==> src/rtl/sm83_ext_clkgen_if.sv <==
// Phase-clock and reset-sequencing bundle from the clock generator to the SM83 core.
interface sm83_ext_clkgen_if;
  logic ADR_CLK_P;
  logic ADR_CLK_N;
  logic DATA_CLK_P;
  logic DATA_CLK_N;
  logic INC_CLK_P;
  logic INC_CLK_N;
  logic LATCH_CLK;
  logic MAIN_CLK_P;
  logic MAIN_CLK_N;
  logic CLK_ENA;
  logic OSC_ENA;
  logic OSC_STABLE;
  logic ASYNC_RESET;
  logic SYNC_RESET;

  modport master (
    output ADR_CLK_P, ADR_CLK_N, DATA_CLK_P, DATA_CLK_N, INC_CLK_P, INC_CLK_N,
    output LATCH_CLK, MAIN_CLK_P, MAIN_CLK_N,
    output CLK_ENA, OSC_ENA, OSC_STABLE, ASYNC_RESET, SYNC_RESET
  );

  modport slave (
    input ADR_CLK_P, ADR_CLK_N, DATA_CLK_P, DATA_CLK_N, INC_CLK_P, INC_CLK_N,
    input LATCH_CLK, MAIN_CLK_P, MAIN_CLK_N,
    input CLK_ENA, OSC_ENA, OSC_STABLE, ASYNC_RESET, SYNC_RESET
  );
endinterface

==> src/rtl/sm83_ext_clkgen.sv <==
// SM83 clock/reset sequencer: brings up the oscillator, releases resets in order and
// divides CLK into the core's eight-step phase clocks. Every output is a flop.
module sm83_ext_clkgen #(
  parameter int unsigned OSC_STABLE_CYCLES  = 16,
  parameter int unsigned SYNC_RESET_MCYCLES = 2
) (
  input  logic               CLK,
  input  logic               RESET,
  sm83_ext_clkgen_if.master  clk_if
);

  typedef enum logic [2:0] {
    StIdle,
    StOscOn,
    StOscWait,
    StClkStart,
    StSync,
    StRun
  } state_e;

  state_e      state_q, state_d;
  logic [2:0]  ph_q, ph_d;
  logic [7:0]  stab_cnt_q, stab_cnt_d;
  logic [3:0]  sync_cnt_q, sync_cnt_d;
  logic        osc_ena_q, osc_ena_d;
  logic        osc_stable_q, osc_stable_d;
  logic        async_rst_q, async_rst_d;
  logic        sync_rst_q, sync_rst_d;
  logic        clk_ena_q, clk_ena_d;
  // Bit order: {main, inc, data, adr}
  logic [3:0]  phase_p_q, phase_p_d;
  logic [3:0]  phase_n_q, phase_n_d;
  logic        latch_q, latch_d;

  logic stab_done;
  logic sync_done;
  logic ph_wrap;

  assign stab_done = (stab_cnt_q == 8'(OSC_STABLE_CYCLES - 1));
  assign sync_done = (sync_cnt_q == 4'(SYNC_RESET_MCYCLES - 1));
  assign ph_wrap   = (ph_q == 3'd7);

  always_ff @(posedge CLK) begin
    if (!RESET) begin
      state_q      <= StIdle;
      ph_q         <= 3'd0;
      stab_cnt_q   <= 8'd0;
      sync_cnt_q   <= 4'd0;
      osc_ena_q    <= 1'b0;
      osc_stable_q <= 1'b0;
      async_rst_q  <= 1'b1;
      sync_rst_q   <= 1'b1;
      clk_ena_q    <= 1'b0;
      phase_p_q    <= 4'b0000;
      phase_n_q    <= 4'b1111;
      latch_q      <= 1'b0;
    end else begin
      state_q      <= state_d;
      ph_q         <= ph_d;
      stab_cnt_q   <= stab_cnt_d;
      sync_cnt_q   <= sync_cnt_d;
      osc_ena_q    <= osc_ena_d;
      osc_stable_q <= osc_stable_d;
      async_rst_q  <= async_rst_d;
      sync_rst_q   <= sync_rst_d;
      clk_ena_q    <= clk_ena_d;
      phase_p_q    <= phase_p_d;
      phase_n_q    <= phase_n_d;
      latch_q      <= latch_d;
    end
  end

  always_comb begin
    state_d = state_q;
    unique case (state_q)
      StIdle:     state_d = StOscOn;
      StOscOn:    state_d = StOscWait;
      StOscWait:  if (stab_done) state_d = StClkStart;
      StClkStart: state_d = StSync;
      StSync:     if (ph_wrap && sync_done) state_d = StRun;
      StRun:      state_d = StRun;
      default:    state_d = StIdle;
    endcase
  end

  always_comb begin
    ph_d         = ph_q;
    stab_cnt_d   = stab_cnt_q;
    sync_cnt_d   = sync_cnt_q;
    osc_ena_d    = osc_ena_q;
    osc_stable_d = osc_stable_q;
    async_rst_d  = async_rst_q;
    sync_rst_d   = sync_rst_q;
    clk_ena_d    = clk_ena_q;
    unique case (state_q)
      StIdle: ;
      StOscOn: begin
        osc_ena_d  = 1'b1;
        stab_cnt_d = 8'd0;
      end
      StOscWait: begin
        stab_cnt_d = stab_cnt_q + 8'd1;
        if (stab_done) begin
          osc_stable_d = 1'b1;
          async_rst_d  = 1'b0;
        end
      end
      StClkStart: begin
        clk_ena_d  = 1'b1;
        ph_d       = 3'd0;
        sync_cnt_d = 4'd0;
      end
      StSync: begin
        ph_d = ph_q + 3'd1;
        // Each 7->0 wrap closes one full core cycle
        if (ph_wrap) begin
          sync_cnt_d = sync_cnt_q + 4'd1;
          if (sync_done) sync_rst_d = 1'b0;
        end
      end
      StRun:   ph_d = ph_q + 3'd1;
      default: ;
    endcase

    // Decode from the next phase so the registered outputs line up with ph.
    phase_p_d = 4'b0000;
    latch_d   = 1'b0;
    if (clk_ena_d) begin
      phase_p_d[0] = (ph_d <= 3'd3);
      phase_p_d[1] = (ph_d >= 3'd2) && (ph_d <= 3'd5);
      phase_p_d[2] = (ph_d >= 3'd4);
      phase_p_d[3] = ~ph_d[0];
      latch_d      = (ph_d == 3'd7);
    end
    phase_n_d = ~phase_p_d;
  end

  assign clk_if.ADR_CLK_P   = phase_p_q[0];
  assign clk_if.ADR_CLK_N   = phase_n_q[0];
  assign clk_if.DATA_CLK_P  = phase_p_q[1];
  assign clk_if.DATA_CLK_N  = phase_n_q[1];
  assign clk_if.INC_CLK_P   = phase_p_q[2];
  assign clk_if.INC_CLK_N   = phase_n_q[2];
  assign clk_if.MAIN_CLK_P  = phase_p_q[3];
  assign clk_if.MAIN_CLK_N  = phase_n_q[3];
  assign clk_if.LATCH_CLK   = latch_q;
  assign clk_if.CLK_ENA     = clk_ena_q;
  assign clk_if.OSC_ENA     = osc_ena_q;
  assign clk_if.OSC_STABLE  = osc_stable_q;
  assign clk_if.ASYNC_RESET = async_rst_q;
  assign clk_if.SYNC_RESET  = sync_rst_q;

endmodule

==> src/flat_wrapper.sv <==
// flat-port wrapper written by rule: the top's interface ports become plain ports
module sm83_ext_clkgen_flat 
#(
  parameter int unsigned OSC_STABLE_CYCLES  = 16,
  parameter int unsigned SYNC_RESET_MCYCLES = 2
)
  (CLK, RESET, clk_if_ADR_CLK_P, clk_if_ADR_CLK_N, clk_if_DATA_CLK_P, clk_if_DATA_CLK_N, clk_if_INC_CLK_P, clk_if_INC_CLK_N, clk_if_LATCH_CLK, clk_if_MAIN_CLK_P, clk_if_MAIN_CLK_N, clk_if_CLK_ENA, clk_if_OSC_ENA, clk_if_OSC_STABLE, clk_if_ASYNC_RESET, clk_if_SYNC_RESET);
  sm83_ext_clkgen_if clk_if_i ();
  input  logic CLK;
  input  logic RESET;
  output wire logic [$bits(clk_if_i.ADR_CLK_P)-1:0] clk_if_ADR_CLK_P;
  output wire logic [$bits(clk_if_i.ADR_CLK_N)-1:0] clk_if_ADR_CLK_N;
  output wire logic [$bits(clk_if_i.DATA_CLK_P)-1:0] clk_if_DATA_CLK_P;
  output wire logic [$bits(clk_if_i.DATA_CLK_N)-1:0] clk_if_DATA_CLK_N;
  output wire logic [$bits(clk_if_i.INC_CLK_P)-1:0] clk_if_INC_CLK_P;
  output wire logic [$bits(clk_if_i.INC_CLK_N)-1:0] clk_if_INC_CLK_N;
  output wire logic [$bits(clk_if_i.LATCH_CLK)-1:0] clk_if_LATCH_CLK;
  output wire logic [$bits(clk_if_i.MAIN_CLK_P)-1:0] clk_if_MAIN_CLK_P;
  output wire logic [$bits(clk_if_i.MAIN_CLK_N)-1:0] clk_if_MAIN_CLK_N;
  output wire logic [$bits(clk_if_i.CLK_ENA)-1:0] clk_if_CLK_ENA;
  output wire logic [$bits(clk_if_i.OSC_ENA)-1:0] clk_if_OSC_ENA;
  output wire logic [$bits(clk_if_i.OSC_STABLE)-1:0] clk_if_OSC_STABLE;
  output wire logic [$bits(clk_if_i.ASYNC_RESET)-1:0] clk_if_ASYNC_RESET;
  output wire logic [$bits(clk_if_i.SYNC_RESET)-1:0] clk_if_SYNC_RESET;
  assign clk_if_ADR_CLK_P = clk_if_i.ADR_CLK_P;
  assign clk_if_ADR_CLK_N = clk_if_i.ADR_CLK_N;
  assign clk_if_DATA_CLK_P = clk_if_i.DATA_CLK_P;
  assign clk_if_DATA_CLK_N = clk_if_i.DATA_CLK_N;
  assign clk_if_INC_CLK_P = clk_if_i.INC_CLK_P;
  assign clk_if_INC_CLK_N = clk_if_i.INC_CLK_N;
  assign clk_if_LATCH_CLK = clk_if_i.LATCH_CLK;
  assign clk_if_MAIN_CLK_P = clk_if_i.MAIN_CLK_P;
  assign clk_if_MAIN_CLK_N = clk_if_i.MAIN_CLK_N;
  assign clk_if_CLK_ENA = clk_if_i.CLK_ENA;
  assign clk_if_OSC_ENA = clk_if_i.OSC_ENA;
  assign clk_if_OSC_STABLE = clk_if_i.OSC_STABLE;
  assign clk_if_ASYNC_RESET = clk_if_i.ASYNC_RESET;
  assign clk_if_SYNC_RESET = clk_if_i.SYNC_RESET;
  sm83_ext_clkgen #(.OSC_STABLE_CYCLES(OSC_STABLE_CYCLES), .SYNC_RESET_MCYCLES(SYNC_RESET_MCYCLES)) u_core (.CLK(CLK), .RESET(RESET), .clk_if(clk_if_i));
endmodule
==> config.mk <==
export PLATFORM = sky130hd
export DESIGN_NAME = sm83_ext_clkgen_flat
export DESIGN_NICKNAME = d
export VERILOG_FILES = /design/src/rtl/sm83_ext_clkgen_if.sv /design/src/rtl/sm83_ext_clkgen.sv /design/src/flat_wrapper.sv
export SDC_FILE = /design/constraint.sdc
export NUM_CORES = 1
export LEC_CHECK = 0
export ABC_CLOCK_PERIOD_IN_PS = 4330
export BUFFER_PORTS_ARGS = -buffer_cell sky130_fd_sc_hd__buf_2
export CAP_MARGIN = 20
export CORE_MARGIN = 8
export CORE_UTILIZATION = 59
export CTS_CLUSTER_SIZE = 20
export DETAILED_ROUTE_END_ITERATION = 8
export PLACE_DENSITY = 0.87
export SLEW_MARGIN = 25
export SYNTH_ARGS = -nofsm -noshare
export SYNTH_HDL_FRONTEND = slang
export SYNTH_SLANG_ARGS = --single-unit
export TNS_END_PERCENT = 50
==> constraint.sdc <==
create_clock -name CLK -period 4.33 [get_ports CLK]
set_clock_uncertainty 0.2 [all_clocks]
set_input_delay 0.866 -clock CLK [delete_from_list [all_inputs] [get_ports CLK]]
set_output_delay 0.866 -clock CLK [all_outputs]
set_load 0.03 [all_outputs]
==> flow_metrics.tcl <==
set metrics [dict create \
    relSlewSlack_pct 69.5 \
    r2r_slack_ns 2.37 \
    fillCellCount 164 \
    ctsHtreeMaxLevel 2 \
    finalMaxSlewViolations 0 \
    io_buffers 15 \
    r2r_start "u_core.state_q[1]" \
    finalNetCount 168 \
    io_pins 16 \
    slowest_delay_ns 0.59 \
    chipHeight_microns 63.9 \
    fmax_ghz 0.509 \
    hold_depth 2 \
    grt.total_usage_pct 13.3 \
    critPathMaxFanout 15 \
    die_x_microns 63.9 \
    fin_ws_ns 2.37 \
    cp_num_buf_inv 0 \
    ant_nets 0 \
    grt_pass1_vias 1039 \
    p_per_area_mw_per_mm2 544 \
    pre_cts_ws_ns 2.36 \
    num_antenna_cells 0 \
    place_hpwl_mm 1.98 \
    path_depth 4 \
    period_needed_ns 1.96 \
    setup-tns-final_ns 0 \
    root_buffer "clkbuf_4" \
    core_sq_mm 0.00219 \
    grt_pass1_wl_mm 4.45 \
    cts_sinks 32 \
    worstReg2RegEnd "u_core.stab_cnt_q[5]" \
    yosysWarnings 0 \
    grt_max_degree 16 \
    synthArstFlopShare_pct 0 \
    cp-startpoint "u_core.state_q[1]" \
    cts_resized 0 \
    syn_inst 144 \
    antenna_found_initial 0 \
    worst_pin_slew_ns 0.457 \
    hold_violations 0 \
    drc 0 \
    synth-edff-count 0 \
    overflow 0 \
    yosys.cell_types.count 49 \
    fin_area_sq_mm 0.00151 \
    gp_congestion 0.735 \
    drt-vias-per-instance 5.66 \
    worstSetupPathType "flip-flop to flip-flop" \
    clockBufferDepth 2 \
    min_to "u_core.clk_if.SYNC_RESET" \
    area_growth_pct 11.9 \
    post_cts_buffers 0 \
    drive_gt1_share_pct 16.0 \
    period_share_pct 45.4 \
    required_ns 4.35 \
    wl_per_cell_microns 14.0 \
    initial_core_util_pct 61.7 \
    most-common-layout-cells "32 x dfxtp_1, 19 x nor2_1, 15 x buf_2" \
    drtPass1Iterations 4 \
    seq_area_sq_um 641 \
    r2r_cells 4 \
    cp_top_family "simple AND/OR/NAND/NOR gates" \
    final_common_cell "dfxtp_1" \
    cp_data_arrival_time_ns 1.98 \
    vias 1075 \
    hold_class "flip-flop to flip-flop" \
    ys_seq_area_share_pct 47.4 \
    min-delay-start "u_core.clk_if.SYNC_RESET" \
    worstSetupStartpointType "flip-flop" \
    initialDrtViolationCount 39 \
    ys_ff_latch 32 \
    synth_top_flop_cell "dfxtp_1" \
    cts_tree "done" \
    end_kind "flip-flop" \
    rows 17 \
    dieArea_sq_mm 0.00408 \
    syn-num-nets 151 \
    maxCapViolCount 0 \
    netlist_area_sq_mm 0.00135 \
    rsz0062_at_grt "false" \
    syn_avg_cell_area_sq_um 9.39 \
    clk_latency_ns 0.32 \
    peakVddDrop_v 0.000395 \
    crit_slowest_cell "dfxtp_1" \
    dpl_cell_area_sq_mm 0.00144 \
    p_leak_nw 0.639 \
    clkTransAtPathRegs_ns 0.10 \
    worstPathCellList "nor3b_4, nand4_1, and3_1, o21a_1" \
    status "finished, final reports clean" \
    setup_violations 0 \
    totalWireLength_mm 2.66 \
    numCtsBuffers 5 \
    multi_input_comb_area_sq_um 668 \
    ctsHoldBuffers 0 \
]
[metal layers]
| metal | routed length [microns] | global-route usage, % | vias up |
|---|---|---|---|
| li1 | - | - | 544 |
| met1 | 1180 | 14.5 | 512 |
| met2 | 1360 | 22.8 | 15 |
| met3 | 76 | 3.31 | 4 |
| met4 | 43 | 7.52 | 0 |
| met5 | 0 | 0 | - |
[worst max-delay path by stage]
stage | endpoint
finish | u_core.stab_cnt_q[5]
detailed placement | u_core.stab_cnt_q[7]
global route | u_core.stab_cnt_q[5]
global placement | u_core.stab_cnt_q[7]
CTS | clk_if_CLK_ENA
floorplan | u_core.state_q[0]
[worst min-delay path, delay by kind of cell, from the launching register on]
| kind | cells | cell delay (ns) |
|---|---|---|
| flip-flops | 1 | 0.32 |
| AND/OR/NAND/NOR | 2 | 0.11 |
[cells by family (layout without fill, tap and decap cells)]
group / Yosys count / count (layout) / synth area share (%)
adders and majority gates: 5 / 5 / 4.63
muxes: 2 / 2 / 1.57
buffers and inverters: 10 / 28 / 3.24
AOI/OAI and AO/OA: 31 / 31 / 16.3
DFF: 32 / 32 / 47.4
and+or+nand+nor: 61 / 61 / 25.0
xor gates and xnor gates: 3 / 3 / 1.94
[synth_stat cells (all sizes together) (2+ instances only)]
| library cell | number | area, sq um |
|---|---|---|
| nand4 | 2 | 12.5 |
| ha | 5 | 62.6 |
| a21boi | 3 | 22.5 |
| and3 | 4 | 25.0 |
| nor3b | 4 | 41.3 |
| buf | 3 | 17.5 |
| a2111oi | 2 | 18.8 |
| nor3 | 2 | 15.0 |
| nor2 | 19 | 71.3 |
| xor2 | 2 | 17.5 |
| nand3b | 2 | 15.0 |
| dfxtp | 32 | 641 |
| o21a | 4 | 30.0 |
| or3b | 2 | 20.0 |
| o21ai | 6 | 33.8 |
| a21oi | 4 | 20.0 |
| nand2b | 3 | 18.8 |
| nand2 | 14 | 52.6 |
| a31oi | 2 | 12.5 |
| clkbuf | 2 | 7.51 |
| and2 | 3 | 18.8 |
| inv | 5 | 18.8 |
[per-stage QoR]
stage	util, %	hold WS, ns	cells	power (mW)
6_report	69.1	0.263	190	0.824
5_1_grt	69.1	0.285	190	0.869
4_1_cts	69.1	0.259	190	0.828
3_5_place_dp	65.6	0.241	182	0.612
3_3_place_gp	65.6	0.235	182	0.597
2_1_floorplan	-	0.243	144	0.563
[cell type report]
class	count	area share, %
Tap cell	28	2.31
Timing Repair Buffer	15	4.96
Inverter	5	1.24
Clock inverter	2	2.31
Sequential cell	32	42.3
Multi-Input combinational cell	102	44.1
Clock buffer	6	2.73
[state kept, by name, indices dropped and copies added (netlist names), 3 cells and up]
signal	flops
u_core.stab_cnt_q	8
u_core.sync_cnt_q	4
u_core.state_q	3
u_core.phase_p_q	4
u_core.ph_q	3
u_core.phase_n_q	4
[report_power, final]
| group | internal (mW) | switching, mW |
|---|---|---|
| Clock | 0.121 | 0.0953 |
| Combinational | 0.0893 | 0.143 |
| Sequential | 0.329 | 0.0469 |
(Power assumes the default switching activity.)
